### config.mk
export PLATFORM = sky130hd
export DESIGN_NAME = muldiv_unit_flat
export DESIGN_NICKNAME = d
export VERILOG_FILES = /design/src/rtl/muldiv_if.sv /design/src/rtl/muldiv_unit.sv /design/src/flat_wrapper.sv
export SDC_FILE = /design/constraint.sdc
export NUM_CORES = 1
export LEC_CHECK = 0
export CAP_MARGIN = 30
export CELL_PAD_IN_SITES_DETAIL_PLACEMENT = 1
export CELL_PAD_IN_SITES_GLOBAL_PLACEMENT = 1
export CORE_ASPECT_RATIO = 1.2
export CORE_MARGIN = 3
export CORE_UTILIZATION = 41
export CTS_CLUSTER_SIZE = 14
export DETAILED_ROUTE_END_ITERATION = 10
export PLACE_DENSITY_LB_ADDON = 0.3
export SYNTH_ARGS = -nofsm -noshare
export SYNTH_HDL_FRONTEND = slang
export SYNTH_SLANG_ARGS = --single-unit
### constraint.sdc
create_clock -name clk -period 3.2 [get_ports clk]
set_input_delay 0.32 -clock clk [delete_from_list [all_inputs] [get_ports clk]]
set_output_delay 0.32 -clock clk [all_outputs]
set_load 0.05 [all_outputs]
### src/rtl/muldiv_if.sv
// Request/response bundle between the execute stage and the RV32M multiply/divide unit.
interface muldiv_if;
  logic        start;
  logic        flush;
  logic [2:0]  funct3;
  logic [31:0] DataA;
  logic [31:0] DataB;
  logic        busy;
  logic        done;
  logic [31:0] result;

  modport master (output start, flush, funct3, DataA, DataB, input busy, done, result);
  modport slave  (input start, flush, funct3, DataA, DataB, output busy, done, result);
endinterface

### src/rtl/muldiv_unit.sv
// Iterative RV32M multiply/divide: 32-cycle shift-add multiply, 32-cycle restoring divide.
// Define MULDIV_FAST_MUL_EN for a single-cycle combinational multiply path.
module muldiv_unit (
  input  logic    clk,
  input  logic    rst_n,
  muldiv_if.slave io
);
  typedef enum logic [1:0] {IDLE, BUSY, FINISH} state_t;

  state_t      state, nxt;
  logic        accept;
  logic [2:0]  op;
  logic        sa, sb, spec_q;
  logic [31:0] opd, spres;
  logic [63:0] acc;
  logic [4:0]  cnt;
  logic        busy_q, done_q;
  logic [31:0] result_q;

  assign io.busy   = busy_q;
  assign io.done   = done_q;
  assign io.result = result_q;

  // request decode
  logic        in_div, a_sgn, b_sgn, b_zero, ovf, special;
  logic [31:0] abs_a, abs_b, spval;
  always_comb begin
    in_div  = io.funct3[2];
    a_sgn   = io.DataA[31] & (io.funct3 != 3'b011) & (io.funct3 != 3'b101) & (io.funct3 != 3'b111);
    b_sgn   = io.DataB[31] & ((io.funct3 == 3'b000) | (io.funct3 == 3'b001) |
                              (io.funct3 == 3'b100) | (io.funct3 == 3'b110));
    abs_a   = a_sgn ? (32'd0 - io.DataA) : io.DataA;
    abs_b   = b_sgn ? (32'd0 - io.DataB) : io.DataB;
    b_zero  = (io.DataB == 32'd0);
    ovf     = ~io.funct3[0] & (io.DataA == 32'h8000_0000) & (io.DataB == 32'hFFFF_FFFF);
    special = in_div & (b_zero | ovf);
    if (b_zero)
      spval = io.funct3[1] ? io.DataA : 32'hFFFF_FFFF;
    else
      spval = io.funct3[1] ? 32'd0 : 32'h8000_0000;
  end

`ifdef MULDIV_FAST_MUL_EN
  logic [63:0] fprod, fprod_s;
  logic        fast;
  logic [31:0] spsel;
  always_comb begin
    fprod   = {32'd0, abs_a} * {32'd0, abs_b};
    fprod_s = (a_sgn ^ b_sgn) ? (64'd0 - fprod) : fprod;
    fast    = special | ~in_div;
    if (in_div)
      spsel = spval;
    else
      spsel = (io.funct3 == 3'b000) ? fprod_s[31:0] : fprod_s[63:32];
  end
`else
  logic        fast;
  logic [31:0] spsel;
  assign fast  = special;
  assign spsel = spval;
`endif

  // FSM
  always_ff @(posedge clk or negedge rst_n)
    if (!rst_n) state <= IDLE;
    else        state <= nxt;

  always_comb begin
    nxt    = state;
    accept = 1'b0;
    case (state)
      IDLE:    if (io.start) begin
                 accept = 1'b1;
                 nxt    = fast ? FINISH : BUSY;
               end
      BUSY:    if (cnt == 5'd31) nxt = FINISH;
      FINISH:  nxt = IDLE;
      default: nxt = IDLE;
    endcase
    if (io.flush) begin
      nxt    = IDLE;
      accept = 1'b0;
    end
  end

  // One iteration: acc holds {hi, lo} = {partial product, multiplier} or {remainder, dividend/quotient}
  logic [32:0] msum, trial;
  logic [63:0] mstep, dstep;
  always_comb begin
    msum  = {1'b0, acc[63:32]} + (acc[0] ? {1'b0, opd} : 33'd0);
    mstep = {msum, acc[31:1]};
    trial = {acc[63:32], acc[31]} - {1'b0, opd};
    dstep = trial[32] ? {acc[62:0], 1'b0} : {trial[31:0], acc[30:0], 1'b1};
  end

  logic [63:0] pm;
  logic [31:0] q, r, fin;
  always_comb begin
    pm = (sa ^ sb) ? (64'd0 - acc) : acc;
    q  = acc[31:0];
    r  = acc[63:32];
    if (!op[2])
      fin = (op == 3'b000) ? pm[31:0] : pm[63:32];
    else if (op[1])
      fin = sa ? (32'd0 - r) : r;
    else
      fin = (sa ^ sb) ? (32'd0 - q) : q;
  end

  always_ff @(posedge clk or negedge rst_n)
    if (!rst_n) begin
      op       <= 3'd0;
      sa       <= 1'b0;
      sb       <= 1'b0;
      spec_q   <= 1'b0;
      opd      <= 32'd0;
      spres    <= 32'd0;
      acc      <= 64'd0;
      cnt      <= 5'd0;
      busy_q   <= 1'b0;
      done_q   <= 1'b0;
      result_q <= 32'd0;
    end else if (io.flush) begin
      busy_q <= 1'b0;
      done_q <= 1'b0;
      cnt    <= 5'd0;
    end else begin
      done_q <= 1'b0;
      if (accept) begin
        op     <= io.funct3;
        sa     <= a_sgn;
        sb     <= b_sgn;
        opd    <= in_div ? abs_b : abs_a;
        acc    <= {32'd0, in_div ? abs_a : abs_b};
        cnt    <= 5'd0;
        spec_q <= fast;
        spres  <= spsel;
        busy_q <= ~fast;
      end else if (state == BUSY) begin
        acc <= op[2] ? dstep : mstep;
        cnt <= cnt + 5'd1;
      end else if (state == FINISH) begin
        done_q   <= 1'b1;
        busy_q   <= 1'b0;
        result_q <= spec_q ? spres : fin;
      end
    end
endmodule

### src/flat_wrapper.sv
// flat-port wrapper written by rule: the top's interface ports become plain ports
module muldiv_unit_flat 
  (clk, rst_n, io_start, io_flush, io_funct3, io_DataA, io_DataB, io_busy, io_done, io_result);
  muldiv_if io_i ();
  input  logic clk;
  input  logic rst_n;
  input wire logic [$bits(io_i.start)-1:0] io_start;
  input wire logic [$bits(io_i.flush)-1:0] io_flush;
  input wire logic [$bits(io_i.funct3)-1:0] io_funct3;
  input wire logic [$bits(io_i.DataA)-1:0] io_DataA;
  input wire logic [$bits(io_i.DataB)-1:0] io_DataB;
  output wire logic [$bits(io_i.busy)-1:0] io_busy;
  output wire logic [$bits(io_i.done)-1:0] io_done;
  output wire logic [$bits(io_i.result)-1:0] io_result;
  assign io_i.start = io_start;
  assign io_i.flush = io_flush;
  assign io_i.funct3 = io_funct3;
  assign io_i.DataA = io_DataA;
  assign io_i.DataB = io_DataB;
  assign io_busy = io_i.busy;
  assign io_done = io_i.done;
  assign io_result = io_i.result;
  muldiv_unit u_core (.clk(clk), .rst_n(rst_n), .io(io_i));
endmodule
# Word level (Yosys, flattened, before mapping)
# Cells that the tools add are included.
# Widths: inputs -> output; s select.
[totals]
reg_bits = 175
inputBits = 71
out_inout_bits = 34
wordCells = 101
[classes]
muxes = 38
reduce_logical = 12
eq_ne = 14
bitwise_logic = 17
addsub = 8
[ops]
columns = ["operator", "n"]
rows = [
  ["$mux 32", 14],
  ["$mux 64", 5],
  ["$sub 1x32->32 const A", 4],
  ["$eq 32x32->1 const B", 2],
  ["$sub 1x64->64 const A", 1],
  ["$add 32x33->33", 1],
  ["$sub 33x32->33", 1],
  ["$logic_not 32->1", 1],
  ["$mux 5", 3],
  ["$mux 1", 11],
  ["$ne 3x2->1 const B", 3],
  ["$ne 3x3->1 const B", 3],
  ["$mux 2", 4],
  ["$reduce_and 2->1", 4],
  ["$and 1x1->1", 7],
  ["$eq 3x3->1 const B", 2],
  ["$logic_not 3->1", 2],
  ["$reduce_bool 3->1", 2],
  ["$add 5x1->5 const B", 1],
  ["$eq 5x5->1 const B", 1],
  ["$not 1->1", 5],
  ["$or 1x1->1", 4],
  ["$pmux 2 s2", 1],
  ["$reduce_and 4->1", 1],
  ["other kinds (6)", 6],
]

# Logic depth before layout (Yosys ltp)
[logic_depth]
word_depth = 9
ltp_mapped = 15
ltp_nobuf = 13

# Worst setup path before layout
# No wires, ideal clock.
[synth_timing]
kind = "register to register"
start = "register u_core.acc[0]"
end = "register u_core.acc[57]"
n_path_buf = 2
t_arrival_ns = 3.242
slack_ns = -0.168
synth_period_minus_slack_ns = 3.368
required_time_ns = 3.074
stages_incl_launch_ff = 15
setup_ns = 0.126
path_cell_list = "dfrtp_1 clkbuf_1 inv_1 clkbuf_1 nor2_1 ha_1 nand3_1 or3_1 a21o_1 a21o_1 a2111oi_4 or2_1 a41o_1 xnor2_1 a221o_1"
[synth_between]
elab_chain_cells = 5
[synth_lines]
columns = ["element", "line", "source"]
rows = [
  ["from (decl)", "muldiv_unit.sv:15", "logic [63:0] acc;"],
  ["from (signal assigned)", "muldiv_unit.sv:134", "acc <= {32'd0, in_div ? abs_a : abs_b};"],
  ["from (signal assigned)", "muldiv_unit.sv:140", "acc <= op[2] ? dstep : mstep;"],
  ["$mux 32", "muldiv_unit.sv:90", "msum = {1'b0, acc[63:32]} + (acc[0] ? {1'b0, opd} : 33'd0);"],
  ["$add 32x33->33", "muldiv_unit.sv:90", ""],
  ["$mux 64", "muldiv_unit.sv:140", ""],
  ["$mux 64", "muldiv_unit.sv:139", "end else if (state == BUSY) begin"],
  ["$mux 64", "muldiv_unit.sv:129", "if (accept) begin"],
]
# Every way passes these cells. The select of a mux whose other input is x is not followed.
# A chain may end at the register's enable or synchronous reset.

# Worst setup path in the final report
# Ends and elaborated chain as after synthesis.

==> results.md <==
Outcome:
- The flow ran to the end, but the final reports show violations.
- The checks that failed: setup timing.

STA:
- Timing would allow up to 0.304 GHz.
- The total count of hold-check failures in the final report is 0.
- Of the available clock period, the critical path in the final layout requires 1.03.
- Setup violations remaining at the end of the flow were counted as 8.
- Headroom to the max-slew limit came out at 0.467.
- After layout, the minimum clock period comes to 3.29 ns.
- At the pin with the least slew margin, the transition time is 0.799 ns.
- Setup repair after global routing could not meet its margin everywhere.
- On the final layout, the worst hold slack is 0.231 ns.
- The max-slew violation count was 0.
- In the post-route analysis, the smallest setup slack over all paths is -0.0912 ns.
- Clock skew on the completed layout was measured at 0.0166 ns.

CTS:
- The insertion delay of the later-clocked pin in the worst-skew pair is 0.48 ns.
- The number of H-tree branching levels is 4.
- The number of CTS-inserted buffers is 17.
- The clock transition at the registers of the reported paths is 0.08 ns.
- The maximum clock path buffer count is 2.
- TritonCTS built the clock tree.
- In this run the clock root is driven by a sky130_fd_sc_hd__clkbuf_16.
- The number of sinks driven by the clock tree is 175.

Global route:
- The number of antenna violations at the first check in global routing came to 1.
- Summed over all layers, the global routing overflow is 0.
- Entering global routing, the biggest net connects 115 pins.
- For this run, the total global-route usage over all layers was measured as 0.353.
- The wire length of the first global-routing pass is 115000 µm.
- The number of global-route vias before repair came to 19000.

Critical path:
- The category of the critical setup timing path is reg2reg.
- STA puts the critical path data arrival time at 3.65 ns.
- The sort of element at the start of the critical path is a register.
- The worst setup path is captured at a register.
- In this run the worst path has a maximum fanout of 4.
- The required time of the critical path is 3.56 ns.
- In this run the worst setup path begins at u_core.acc[0]$_DFFE_PN0P_.
- Walking the worst path, the cells encountered are and2_4 > ha_4 > inv_2 > fa_2 > nor2b_4 > o31ai_2 > a21o_1 > a21o_4 > a2111oi_4 > buf_4 > or2_4 > a41o_1 > xnor2_1 > a221o_1.
- The largest single stage delay on the critical path is 0.47 ns.
- The slowest library cell on the worst path is sky130_fd_sc_hd__dfrtp_2.
- The worst register-to-register path begins at u_core.acc[0]$_DFFE_PN0P_.

Floorplanning:
- The area of the die is 0.0426 mm².
- The initial cell density of the core is 0.420.
- Measured along the x axis, the die boundary spans 189 µm.
- The floorplan has 79 rows.
- The core region is 0.0392 mm².
- The die is 226 µm tall.
- The number of top-level pins is 105.

Detailed routing:
- In the routed design, unresolved DRC markers number 0.
- The routed length per placed instance is 26.3 µm.
- The routed via count is 18700.
- The via density per instance is 6.25.
- The sum of routed wire length over all layers is 78500 µm.
- The residual antenna-violating net count after detailed routing is 0.
- After the first detailed-routing iteration, the DRC count stood at 1467.
- The length of the first detailed-routing pass in iterations is 6.

Place:
- The port buffer count is 104.
- The detailed-placement wirelength estimate is 59200 µm.
- The final weighted congestion in routability-driven placement is 0.989.
- Including well taps, the total number of placed cells is 2932.

Cells and area:
- The number of non-filler instances in the completed layout is 2984.
- The area added between synthesis and finish is 27.2%.
- In the final layout, the share of cells above drive strength 1 is 0.187.
- The total number of nets in the final design is 2589.
- The antenna diode instance count is 0.

Synthesis:
- For this run, asynchronously set or reset flops after synthesis account for 1.00.
- For this run, the register share of the synthesized area comes to 0.266.
- The cell area that synthesis handed to floorplanning was 0.0165 mm².
- The distinct cell type count of the synthesized netlist is 84.
- The portion of synthesized cell area occupied by the leading cell type is 0.266.
- Counting every instance in the synthesized netlist gives 2191.
- In the post-synthesis netlist, the biggest area contributors are sky130_fd_sc_hd__dfrtp_1, sky130_fd_sc_hd__o21ai_0, sky130_fd_sc_hd__xnor2_1.
- The count of flip-flops with a built-in enable after synthesis is 0.
- Among all flip-flop cells after synthesis, the most frequent one is sky130_fd_sc_hd__dfrtp_1.
- The largest total area in the synthesized netlist belongs to sky130_fd_sc_hd__dfrtp_1.
- The mean cell area of the mapped netlist is 7.52 µm².
- The flip-flop and latch count after synthesis is 175.
- The number of nets handed over by synthesis was 2335.
- The total of warnings raised by yosys is 0.

Power and ir drop:
- The total leakage power is 9.02 nW.
- After layout, the design draws a total of 17.7 mW.
- The power density over the cells is 846 mW/mm².
- IR analysis of the VDD net gives a maximum drop of 0.501 mV.

Run:
- Max-cap violations in this run came to 0.

Hold path:
- The path class of the tightest hold or removal check is in2async.
==> layout make-up <==
cell class	instances	area [µm²]
repair inverters	1	7.51
inverters	67	262
multi-input cells	1780	11600
well taps	526	658
clock inverters	14	163
fillers	4847	18300
clock buffers	18	439
flip-flops and latches	175	4390
repair buffers	403	3460
==> critical path: cells and delay by family, from the launching register on <==
kind,cells,cell delay (ns)
adders and majority gates,2,0.54
AOI/OAI and AO/OA,6,1.34
buffers and inverters,2,0.23
xor gates and xnor gates,1,0.08
and+or+nand+nor,3,0.48
DFF,1,0.47
==> cells by family after synthesis <==
kind of cell    after synthesis  share of synthesized area
simple gates                709                      0.207
compound gates              740                      0.273
mux                          60                     0.0370
xor+xnor                    198                      0.105
buf+inv                     236                     0.0557
flops                       175                      0.266
fa+ha+maj                    73                     0.0564
==> layout by cell type (no fill, tap or decap), types with 9 or more instances in the layout <==
cell                              synthesis  layout
sky130_fd_sc_hd__nor2_1                 201     193
sky130_fd_sc_hd__a22oi_1                 22      22
sky130_fd_sc_hd__or2_2                    9       9
sky130_fd_sc_hd__clkdlybuf4s50_1          0     102
sky130_fd_sc_hd__and3_1                  16      15
sky130_fd_sc_hd__o21bai_1                12      11
sky130_fd_sc_hd__a21o_1                  29      28
sky130_fd_sc_hd__o31ai_1                 24      22
sky130_fd_sc_hd__a21oi_1                179     171
sky130_fd_sc_hd__nor4_1                  15      15
sky130_fd_sc_hd__buf_4                    2     282
sky130_fd_sc_hd__nor2b_1                 15      12
sky130_fd_sc_hd__a31oi_1                 43      42
sky130_fd_sc_hd__o21ai_0                261     248
sky130_fd_sc_hd__o211ai_1                30      30
sky130_fd_sc_hd__nand3_1                 52      50
sky130_fd_sc_hd__dfrtp_1                175     170
sky130_fd_sc_hd__nand4_1                 24      24
sky130_fd_sc_hd__inv_1                   66      60
sky130_fd_sc_hd__mux2i_1                 53      53
sky130_fd_sc_hd__xnor2_1                112     109
sky130_fd_sc_hd__clkbuf_16                0      19
sky130_fd_sc_hd__a211oi_1                19      17
sky130_fd_sc_hd__xor2_1                  86      86
sky130_fd_sc_hd__o221ai_1                14      14
sky130_fd_sc_hd__or3_1                   17      16
sky130_fd_sc_hd__ha_1                    71      62
sky130_fd_sc_hd__nand2_1                242     239
sky130_fd_sc_hd__nand2b_1                17      16
sky130_fd_sc_hd__nor3_1                  37      36
sky130_fd_sc_hd__o21ai_1                 19      23
==> timing repair <==
item,4_1_cts,5_1_grt
resized for setup,35,76
endpoints found under the setup margin,18,46
hold buffers,1,0
cloned,1,2
pin swaps,10,46
setup buffers,8,11
endpoints found under the hold margin,15,0
==> stage by stage <==
stage | cell area, µm² | TNS (ns) | util | setup slack (ns)
after floorplan | 16500 | 0 | - | 0.0166
after global placement | 19800 | -0.830 | 0.503 | -0.167
after detailed placement | 19800 | -2.88 | 0.503 | -0.299
after CTS | 20600 | 0 | 0.524 | 0.00110
after global routing | 21000 | -1.91 | 0.534 | -0.230
final | 21000 | -0.273 | 0.534 | -0.0912
==> synthesized netlist by cell type (6+ instances only) <==
cell type / number
sky130_fd_sc_hd__a21oi_1: 179
sky130_fd_sc_hd__a221oi_1: 6
sky130_fd_sc_hd__buf_1: 16
sky130_fd_sc_hd__mux2_2: 7
sky130_fd_sc_hd__buf_2: 12
sky130_fd_sc_hd__a21o_1: 29
sky130_fd_sc_hd__ha_1: 71
sky130_fd_sc_hd__o31ai_1: 24
sky130_fd_sc_hd__a22oi_1: 22
sky130_fd_sc_hd__o22ai_1: 6
sky130_fd_sc_hd__dfrtp_1: 175
sky130_fd_sc_hd__a21boi_0: 8
sky130_fd_sc_hd__o21bai_1: 12
sky130_fd_sc_hd__xnor2_1: 112
sky130_fd_sc_hd__a41oi_1: 7
sky130_fd_sc_hd__nor3_1: 37
sky130_fd_sc_hd__o221ai_1: 14
sky130_fd_sc_hd__nor2_1: 201
sky130_fd_sc_hd__nand2b_1: 17
sky130_fd_sc_hd__clkbuf_1: 137
sky130_fd_sc_hd__nand2_1: 242
sky130_fd_sc_hd__nor2b_1: 15
sky130_fd_sc_hd__o21ai_1: 19
sky130_fd_sc_hd__and3_1: 16
sky130_fd_sc_hd__nor4_1: 15
sky130_fd_sc_hd__o21a_1: 8
sky130_fd_sc_hd__or3_1: 17
sky130_fd_sc_hd__nand3_1: 52
sky130_fd_sc_hd__o211ai_1: 30
sky130_fd_sc_hd__or2_2: 9
sky130_fd_sc_hd__a31oi_1: 43
sky130_fd_sc_hd__o41ai_1: 8
sky130_fd_sc_hd__inv_1: 66
sky130_fd_sc_hd__xor2_1: 86
sky130_fd_sc_hd__nand4_1: 24
sky130_fd_sc_hd__a211oi_1: 19
sky130_fd_sc_hd__and2_1: 10
sky130_fd_sc_hd__mux2i_1: 53
sky130_fd_sc_hd__a221o_1: 8
sky130_fd_sc_hd__o21ai_0: 261
sky130_fd_sc_hd__nand3b_1: 8
sky130_fd_sc_hd__or4_1: 9
==> worst paths after layout <==
path,end,slack (ns),cells past startpoint
max in group asynchronous,u_core.opd[1]$_DFFE_PN0P_,1.96,3
worst max-delay path,u_core.acc[57]$_DFFE_PN0P_,-0.09,14
worst min-delay path,u_core.io.done$_DFF_PN0_,0.23,2
min in group clk,u_core.acc[2]$_DFFE_PN0P_,0.44,5
worst max register to register,u_core.acc[57]$_DFFE_PN0P_,-0.09,14
worst min register to register,u_core.opd[12]$_DFFE_PN0P_,0.49,2
==> registers in the layout, summed over array words and instances (netlist names), 2 cells and up <==
signal / cells
u_core.acc: 64
u_core.cnt: 5
u_core.io.result: 32
u_core.op: 3
u_core.opd: 32
u_core.spres: 32
u_core.state: 2
==> routing by layer <==
layer	track usage	routed length (µm)
met1	0.424	31100
met3	0.0381	4180
met4	0.216	5730
met2	0.608	37500
met5	0	17
==> power by group <==
part	leakage (nW)	total, mW	switching (mW)	internal, mW
sequential	2.30	3.12	0.508	2.61
clock	0.295	2.23	1.16	1.08
combinational	6.43	12.4	7.38	4.98
total	9.02	17.7	9.04	8.67
Note: power is estimated with default switching activity, not from simulation.
